[src/rtl/multicycle_ctrl_pkg.sv]
// Shared core definitions: opcodes, aluop encodings, ALU B-mux selects and
// the control FSM state type.
package core_pkg;
  localparam logic [6:0] OP_R      = 7'b0110011;
  localparam logic [6:0] OP_I      = 7'b0010011;
  localparam logic [6:0] OP_LOAD   = 7'b0000011;
  localparam logic [6:0] OP_STORE  = 7'b0100011;
  localparam logic [6:0] OP_BRANCH = 7'b1100011;

  localparam logic [1:0] ALUOP_ADDR = 2'b00;
  localparam logic [1:0] ALUOP_BR   = 2'b01;
  localparam logic [1:0] ALUOP_R    = 2'b10;
  localparam logic [1:0] ALUOP_I    = 2'b11;

  localparam logic [1:0] SRCB_RS2  = 2'b00;
  localparam logic [1:0] SRCB_FOUR = 2'b01;
  localparam logic [1:0] SRCB_IMM  = 2'b10;
  localparam logic [1:0] SRCB_BIMM = 2'b11;

  typedef enum logic [3:0] {
    S_FETCH, S_DECODE, S_MEMADR, S_MEMRD, S_MEMWR,
    S_MEMWB, S_EXEC, S_ALUWB, S_BRANCH, S_TRAP
  } ctrl_state_t;

  // States that hold a memory request open until mem_ready
  function automatic logic is_mem_wait(ctrl_state_t s);
    return (s == S_FETCH) || (s == S_MEMRD) || (s == S_MEMWR);
  endfunction
endpackage

[src/rtl/multicycle_ctrl_if.sv]
// Unified instruction/data memory port handshake.
interface multicycle_ctrl_if;
  logic mem_req;
  logic mem_we;
  logic iord;
  logic mem_ready;

  modport master (output mem_req, output mem_we, output iord, input mem_ready);
  modport slave  (input mem_req, input mem_we, input iord, output mem_ready);
endinterface

[src/rtl/multicycle_ctrl_mem_wait_timer.sv]
// Saturating wait counter with timeout compare. expired_o fires on the
// MAX-th consecutive busy cycle; MAX = 0 disables it.
module mem_wait_timer #(
  parameter int unsigned MAX = 16
) (
  input  logic clk,
  input  logic rst_n,
  input  logic clr_i,
  input  logic busy_i,
  output logic expired_o
);
  localparam int W = (MAX < 2) ? 1 : $clog2(MAX + 1);
  localparam logic [W-1:0] LAST = W'((MAX > 0) ? MAX - 1 : 0);

  logic [W-1:0] cnt_q, cnt_d;

  // clear on entry to a wait state, otherwise count busy cycles and saturate
  always_comb begin
    cnt_d = cnt_q;
    if (clr_i)                      cnt_d = '0;
    else if (busy_i && cnt_q != '1) cnt_d = cnt_q + W'(1);
  end

  // counter register
  always_ff @(posedge clk) begin
    if (!rst_n) cnt_q <= '0;
    else        cnt_q <= cnt_d;
  end

  assign expired_o = (MAX != 0) && busy_i && (cnt_q == LAST);
endmodule

[src/rtl/multicycle_ctrl.sv]
// Multi-cycle RV32I main control FSM.
// Optional: define PERF_CNT_EN to add cycle_cnt / instret_cnt outputs.
module multicycle_ctrl
  import core_pkg::*;
#(
  parameter logic        RESET_PC_SEL = 1'b0,
  parameter int unsigned MEM_TIMEOUT  = 16
) (
  input  logic        clk,
  input  logic        rst_n,
  input  logic [6:0]  opcode,
  input  logic        zero,
  multicycle_ctrl_if.master mem,
  output logic        ir_write,
  output logic        pc_write,
  output logic        pc_src,
  output logic        reg_write,
  output logic        mem_to_reg,
  output logic        alu_src_a,
  output logic [1:0]  alu_src_b,
  output logic [1:0]  aluop,
  output logic        instr_done,
  output logic        trap
`ifdef PERF_CNT_EN
  ,
  output logic [31:0] cycle_cnt,
  output logic [31:0] instret_cnt
`endif
);
  ctrl_state_t state_q, state_d;
  logic        tmo;

  mem_wait_timer #(.MAX(MEM_TIMEOUT)) u_timer (
    .clk      (clk),
    .rst_n    (rst_n),
    .clr_i    (state_d != state_q),
    .busy_i   (is_mem_wait(state_q) && !mem.mem_ready),
    .expired_o(tmo)
  );

  // state register
  always_ff @(posedge clk) begin
    if (!rst_n) state_q <= S_FETCH;
    else        state_q <= state_d;
  end

  // next state and decoded outputs; everything stays quiet while rst_n is low
  always_comb begin
    state_d     = state_q;
    mem.mem_req = 1'b0;
    mem.mem_we  = 1'b0;
    mem.iord    = 1'b0;
    ir_write    = 1'b0;
    pc_write    = 1'b0;
    pc_src      = rst_n ? 1'b0 : RESET_PC_SEL;
    reg_write   = 1'b0;
    mem_to_reg  = 1'b0;
    alu_src_a   = 1'b0;
    alu_src_b   = SRCB_RS2;
    aluop       = ALUOP_ADDR;
    instr_done  = 1'b0;
    trap        = 1'b0;
    if (rst_n) begin
      case (state_q)
        S_FETCH: begin
          mem.mem_req = 1'b1;
          alu_src_b   = SRCB_FOUR;
          if (mem.mem_ready) begin
            ir_write = 1'b1;
            pc_write = 1'b1;
            state_d  = S_DECODE;
          end else if (tmo) state_d = S_TRAP;
        end
        S_DECODE: begin
          alu_src_b = SRCB_BIMM;
          case (opcode)
            OP_LOAD, OP_STORE: state_d = S_MEMADR;
            OP_R, OP_I:        state_d = S_EXEC;
            OP_BRANCH:         state_d = S_BRANCH;
            default:           state_d = S_TRAP;
          endcase
        end
        S_MEMADR: begin
          alu_src_a = 1'b1;
          alu_src_b = SRCB_IMM;
          state_d   = (opcode == OP_LOAD) ? S_MEMRD : S_MEMWR;
        end
        S_MEMRD: begin
          mem.mem_req = 1'b1;
          mem.iord    = 1'b1;
          if (mem.mem_ready) state_d = S_MEMWB;
          else if (tmo)      state_d = S_TRAP;
        end
        S_MEMWR: begin
          mem.mem_req = 1'b1;
          mem.iord    = 1'b1;
          mem.mem_we  = 1'b1;
          if (mem.mem_ready) begin
            instr_done = 1'b1;
            state_d    = S_FETCH;
          end else if (tmo) state_d = S_TRAP;
        end
        S_MEMWB: begin
          reg_write  = 1'b1;
          mem_to_reg = 1'b1;
          instr_done = 1'b1;
          state_d    = S_FETCH;
        end
        S_EXEC: begin
          alu_src_a = 1'b1;
          if (opcode == OP_R) begin
            alu_src_b = SRCB_RS2;
            aluop     = ALUOP_R;
          end else begin
            alu_src_b = SRCB_IMM;
            aluop     = ALUOP_I;
          end
          state_d = S_ALUWB;
        end
        S_ALUWB: begin
          reg_write  = 1'b1;
          instr_done = 1'b1;
          state_d    = S_FETCH;
        end
        S_BRANCH: begin
          alu_src_a  = 1'b1;
          alu_src_b  = SRCB_RS2;
          aluop      = ALUOP_BR;
          pc_write   = zero;
          pc_src     = 1'b1;
          instr_done = 1'b1;
          state_d    = S_FETCH;
        end
        S_TRAP:  trap    = 1'b1;
        default: state_d = S_TRAP;
      endcase
    end
  end

`ifdef PERF_CNT_EN
  logic [31:0] cyc_cnt_q, ret_cnt_q;

  // performance counters, frozen once trapped
  always_ff @(posedge clk) begin
    if (!rst_n) begin
      cyc_cnt_q <= '0;
      ret_cnt_q <= '0;
    end else if (state_q != S_TRAP) begin
      cyc_cnt_q <= cyc_cnt_q + 32'd1;
      if (instr_done) ret_cnt_q <= ret_cnt_q + 32'd1;
    end
  end

  assign cycle_cnt   = cyc_cnt_q;
  assign instret_cnt = ret_cnt_q;
`endif
endmodule
[src/flat_wrapper.sv]
// flat-port wrapper written by rule: the top's interface ports become plain ports
module multicycle_ctrl_flat import core_pkg::*;
#(
  parameter logic        RESET_PC_SEL = 1'b0,
  parameter int unsigned MEM_TIMEOUT  = 16
)
  (clk, rst_n, opcode, zero, ir_write, pc_write, pc_src, reg_write, mem_to_reg, alu_src_a, alu_src_b, aluop, instr_done, trap, mem_mem_req, mem_mem_we, mem_iord, mem_mem_ready);
  multicycle_ctrl_if mem_i ();
  input  logic clk;
  input  logic rst_n;
  input  logic [6:0] opcode;
  input  logic zero;
  output logic ir_write;
  output logic pc_write;
  output logic pc_src;
  output logic reg_write;
  output logic mem_to_reg;
  output logic alu_src_a;
  output logic [1:0] alu_src_b;
  output logic [1:0] aluop;
  output logic instr_done;
  output logic trap;
  output wire logic [$bits(mem_i.mem_req)-1:0] mem_mem_req;
  output wire logic [$bits(mem_i.mem_we)-1:0] mem_mem_we;
  output wire logic [$bits(mem_i.iord)-1:0] mem_iord;
  input wire logic [$bits(mem_i.mem_ready)-1:0] mem_mem_ready;
  assign mem_mem_req = mem_i.mem_req;
  assign mem_mem_we = mem_i.mem_we;
  assign mem_iord = mem_i.iord;
  assign mem_i.mem_ready = mem_mem_ready;
  multicycle_ctrl #(.RESET_PC_SEL(RESET_PC_SEL), .MEM_TIMEOUT(MEM_TIMEOUT)) u_core (.clk(clk), .rst_n(rst_n), .opcode(opcode), .zero(zero), .mem(mem_i), .ir_write(ir_write), .pc_write(pc_write), .pc_src(pc_src), .reg_write(reg_write), .mem_to_reg(mem_to_reg), .alu_src_a(alu_src_a), .alu_src_b(alu_src_b), .aluop(aluop), .instr_done(instr_done), .trap(trap));
endmodule
[config.mk]
export PLATFORM = sky130hd
export DESIGN_NAME = multicycle_ctrl_flat
export DESIGN_NICKNAME = d
export VERILOG_FILES = /design/src/rtl/multicycle_ctrl_pkg.sv /design/src/rtl/multicycle_ctrl_if.sv /design/src/rtl/multicycle_ctrl_mem_wait_timer.sv /design/src/rtl/multicycle_ctrl.sv /design/src/flat_wrapper.sv
export SDC_FILE = /design/constraint.sdc
export NUM_CORES = 1
export LEC_CHECK = 0
export ABC_AREA = 1
export BUFFER_PORTS_ARGS = -buffer_cell sky130_fd_sc_hd__buf_2
export CAP_MARGIN = 20
export CORE_MARGIN = 4
export CORE_UTILIZATION = 56
export CTS_CLUSTER_SIZE = 24
export DETAILED_ROUTE_END_ITERATION = 16
export PLACE_DENSITY = 0.89
export SETUP_SLACK_MARGIN = 0.1
export SLEW_MARGIN = 15
export SYNTH_ARGS = -nofsm -noshare
export SYNTH_HDL_FRONTEND = slang
export SYNTH_SLANG_ARGS = --single-unit
[constraint.sdc]
create_clock -name clk -period 3.64 [get_ports clk]
set_input_delay 0.182 -clock clk [delete_from_list [all_inputs] [get_ports clk]]
set_output_delay 0.182 -clock clk [all_outputs]
set_load 0.1 [all_outputs]
==> impl_metrics.tcl <==
set metrics [dict create \
    status "complete, no violations" \
    final_cells 221 \
    rows 14 \
    drive_gt1_share_pct 25.9 \
    grt_overflow 0 \
    seqCellArea_sq_um 180 \
    postCtsHoldBufs 0 \
    fp.coreArea_sq_um 1590 \
    synth_common_cells "36 x nand2_1, 34 x nor2_1, 22 x inv_1" \
    seq_power_share_pct 26.5 \
    finalInstanceArea_sq_um 1160 \
    post_cts_buffers 0 \
    n_fill_cell 156 \
    start_kind "flip-flop" \
    cp.arrival_ns 1.99 \
    multi_input_area_sq_um 699 \
    pwr-share-comb_pct 55.3 \
    crit_top_cell "nor2_1" \
    placement.io_buffers 25 \
    ys_seq_area_share_pct 18.1 \
    hpwlAfterDp_mm 2.12 \
    slew_headroom_pct 67.4 \
    die_h_um 50.2 \
    yosysTopAreaCell "dfxtp_1" \
    crit_path_end "alu_src_b[1]" \
    powerDensity_nw_per_um2 374 \
    grt_start_max_net_pins 17 \
    pre_cts_ws_ns 1.77 \
    path_clk_slew_ns 0.06 \
    grt_pass1_vias 1022 \
    cts_made_buffers 3 \
    finalHoldViolCount 0 \
    diodes 0 \
    syn_inst 170 \
    syn_to_final_growth_pct 16.7 \
    path_cells "nand2_1 > nor2_1 > inv_1 > a31oi_1 > nor2_1 > a21oi_1 > buf_2" \
    leakagePower_nw 0.603 \
    r2r_start "u_core.u_timer.cnt_q[0]$_SDFFE_PP0P_" \
    final_util_pct 72.9 \
    cts.path.max_buffers 2 \
    clock_power_share_pct 18.2 \
    syn_area_per_cell_sq_um 5.86 \
    grt_pass1_wl_mm 4.40 \
    slowest_stage "dfxtp_1" \
    worst_path_largest_cell_delay_ns 0.49 \
    r2r_end "u_core.u_timer.cnt_q[3]$_SDFFE_PP0P_" \
    netSwitchingFraction_pct 53.7 \
    peakVddDrop_mv 0.249 \
    ctsResizeCount 0 \
    p_int_mw 0.201 \
    yosysMostFrequentCell "nand2_1" \
    route.detailed.drc 0 \
    antenna_found_initial 0 \
    vias 1121 \
    initial_utilization_pct 62.5 \
    drt-total-wl_mm 2.55 \
    synth_edf_count 0 \
    crit_required_ns 3.46 \
    drtIter0Drc 28 \
    place_inst 217 \
    tightest_slew_ns 0.492 \
    slew_viol_final 0 \
    maxCapViolations 0 \
    crit_start "u_core.state_q[2]$_SDFF_PN0_" \
    period_share_pct 59.8 \
    grt_usage_pct 22.1 \
    place.gp.congestion 0.975 \
    avgRoutedWirePerCell_um 11.5 \
    setup_viol_count_final 0 \
    synth_area_leaders "dfxtp_1 18%, nand2_1 14%, nor2_1 13%" \
    synth_seq_cells 9 \
    yosys.area.top_type_share_pct 18.1 \
    tns_ns 0 \
    synth_top_flop_cell "dfxtp_1" \
    insertion_delay_ns 0.26 \
    num_io_pins 26 \
    clock-sinks 9 \
    grt_setup_unrepaired "no" \
    placed_area_sq_um 1140 \
    holdWs_ns 0.381 \
    period_minus_slack_ns 2.18 \
    die_w_um 50.2 \
    cts_tree "built" \
    reg2reg_slack_ns 1.86 \
    total_power_mw 0.434 \
    hold_path_class "in -> reg" \
    fin_skew_ns 0.00216 \
    yosysUniqueCellTypes 23 \
    h-tree-depth 1 \
    async_flop_share_pct 0 \
    path_class "reg -> out" \
    switching_power_mw 0.233 \
    root_buffer "clkbuf_4" \
    synth_area_sq_um 996 \
    drt-vias-per-instance 5.07 \
    firstDrtPassIters 5 \
    synth_nets 184 \
    die_area_sq_um 2520 \
    cp_max_fo 8 \
    cp-end-kind "output port" \
    fmax_mhz 460 \
    nets 212 \
    fin_ws_ns 1.46 \
    antenna_left 0 \
    yosysWarnings 0 \
    reg2reg_depth 11 \
]
-- cell families after synthesis --
family                     count (synthesis)  synth area share, %
adders and majority gates                  3                 3.77
buffers and inverters                     29                 11.7
AOI/OAI and AO/OA                         20                 10.3
and+or+nand+nor                          106                 53.5
xor gates and xnor gates                   3                 2.64
DFF                                        9                 18.1
-- worst min path at each step --
stage                                         start  slack (ns)  cells past startpoint                              endpoint
6_report                                  opcode[6]        0.38                      7          u_core.state_q[2]$_SDFF_PN0_
5_1_grt                                   opcode[2]        0.43                      6          u_core.state_q[1]$_SDFF_PN0_
4_1_cts                                   opcode[6]        0.39                      7          u_core.state_q[2]$_SDFF_PN0_
3_5_place_dp   u_core.u_timer.cnt_q[2]$_SDFFE_PP0P_        0.57                      3  u_core.u_timer.cnt_q[2]$_SDFFE_PP0P_
3_3_place_gp   u_core.u_timer.cnt_q[3]$_SDFFE_PP0P_        0.54                      3  u_core.u_timer.cnt_q[3]$_SDFFE_PP0P_
2_1_floorplan                         mem_mem_ready        0.45                      3          u_core.state_q[0]$_SDFF_PN0_
-- critical path: cells and delay by family, from the launching register on --
| kind | cells | cell delay (ns) |
|---|---|---|
| buf+inv | 2 | 0.54 |
| flops | 1 | 0.49 |
| simple gates | 3 | 0.39 |
| compound gates | 2 | 0.32 |
-- routing by layer --
metal	GRT usage (%)	routed length, um	vias to the layer above
li1	-	-	597
met1	27.6	1130	480
met2	40.4	1250	37
met3	2.07	124	7
met4	5.53	38	0
met5	0	0	-
-- sequential cells by signal, indices dropped and copies added (netlist names) --
name / flops
u_core.u_timer.cnt_q: 5
u_core.state_q: 4
-- final cells by class --
class	instances	share of cell area, %
flip-flops and latches	9	15.5
repair buffers	25	10.8
clock buffers	4	2.26
well taps	24	2.58
inverters	27	8.72
multi-input cells	132	60.2
-- layout by cell type (no fill, tap or decap) --
cell      Yosys  routed
a21oi_1      10      10
a31oi_1       2       2
buf_2         0      25
clkbuf_1      1       1
clkbuf_4      0       3
clkinv_1      1       1
dfxtp_1       9       9
ha_1          3       3
inv_1        22      22
inv_2         4       4
nand2_1      36      36
nand2_2       4       4
nand3_1      12      12
nand3_2       2       2
nand3_4       2       2
nand3b_4      1       1
nand4_1       3       3
nor2_1       34      34
nor2_2        5       5
nor3_1        2       2
nor3_2        5       5
o21ai_0       8       8
xnor2_1       1       1
xor2_1        2       2
-- power groups by stage --
stage                     logic [mW]  registers, mW  clock network, mW
after global routing           0.262          0.116             0.0827
after global placement         0.238          0.116                  0
after CTS                      0.241          0.115             0.0784
after detailed placement       0.240          0.117                  0
after floorplan                0.198          0.115                  0
final                          0.240          0.115             0.0788
Power figures use the tool's default switching activity.
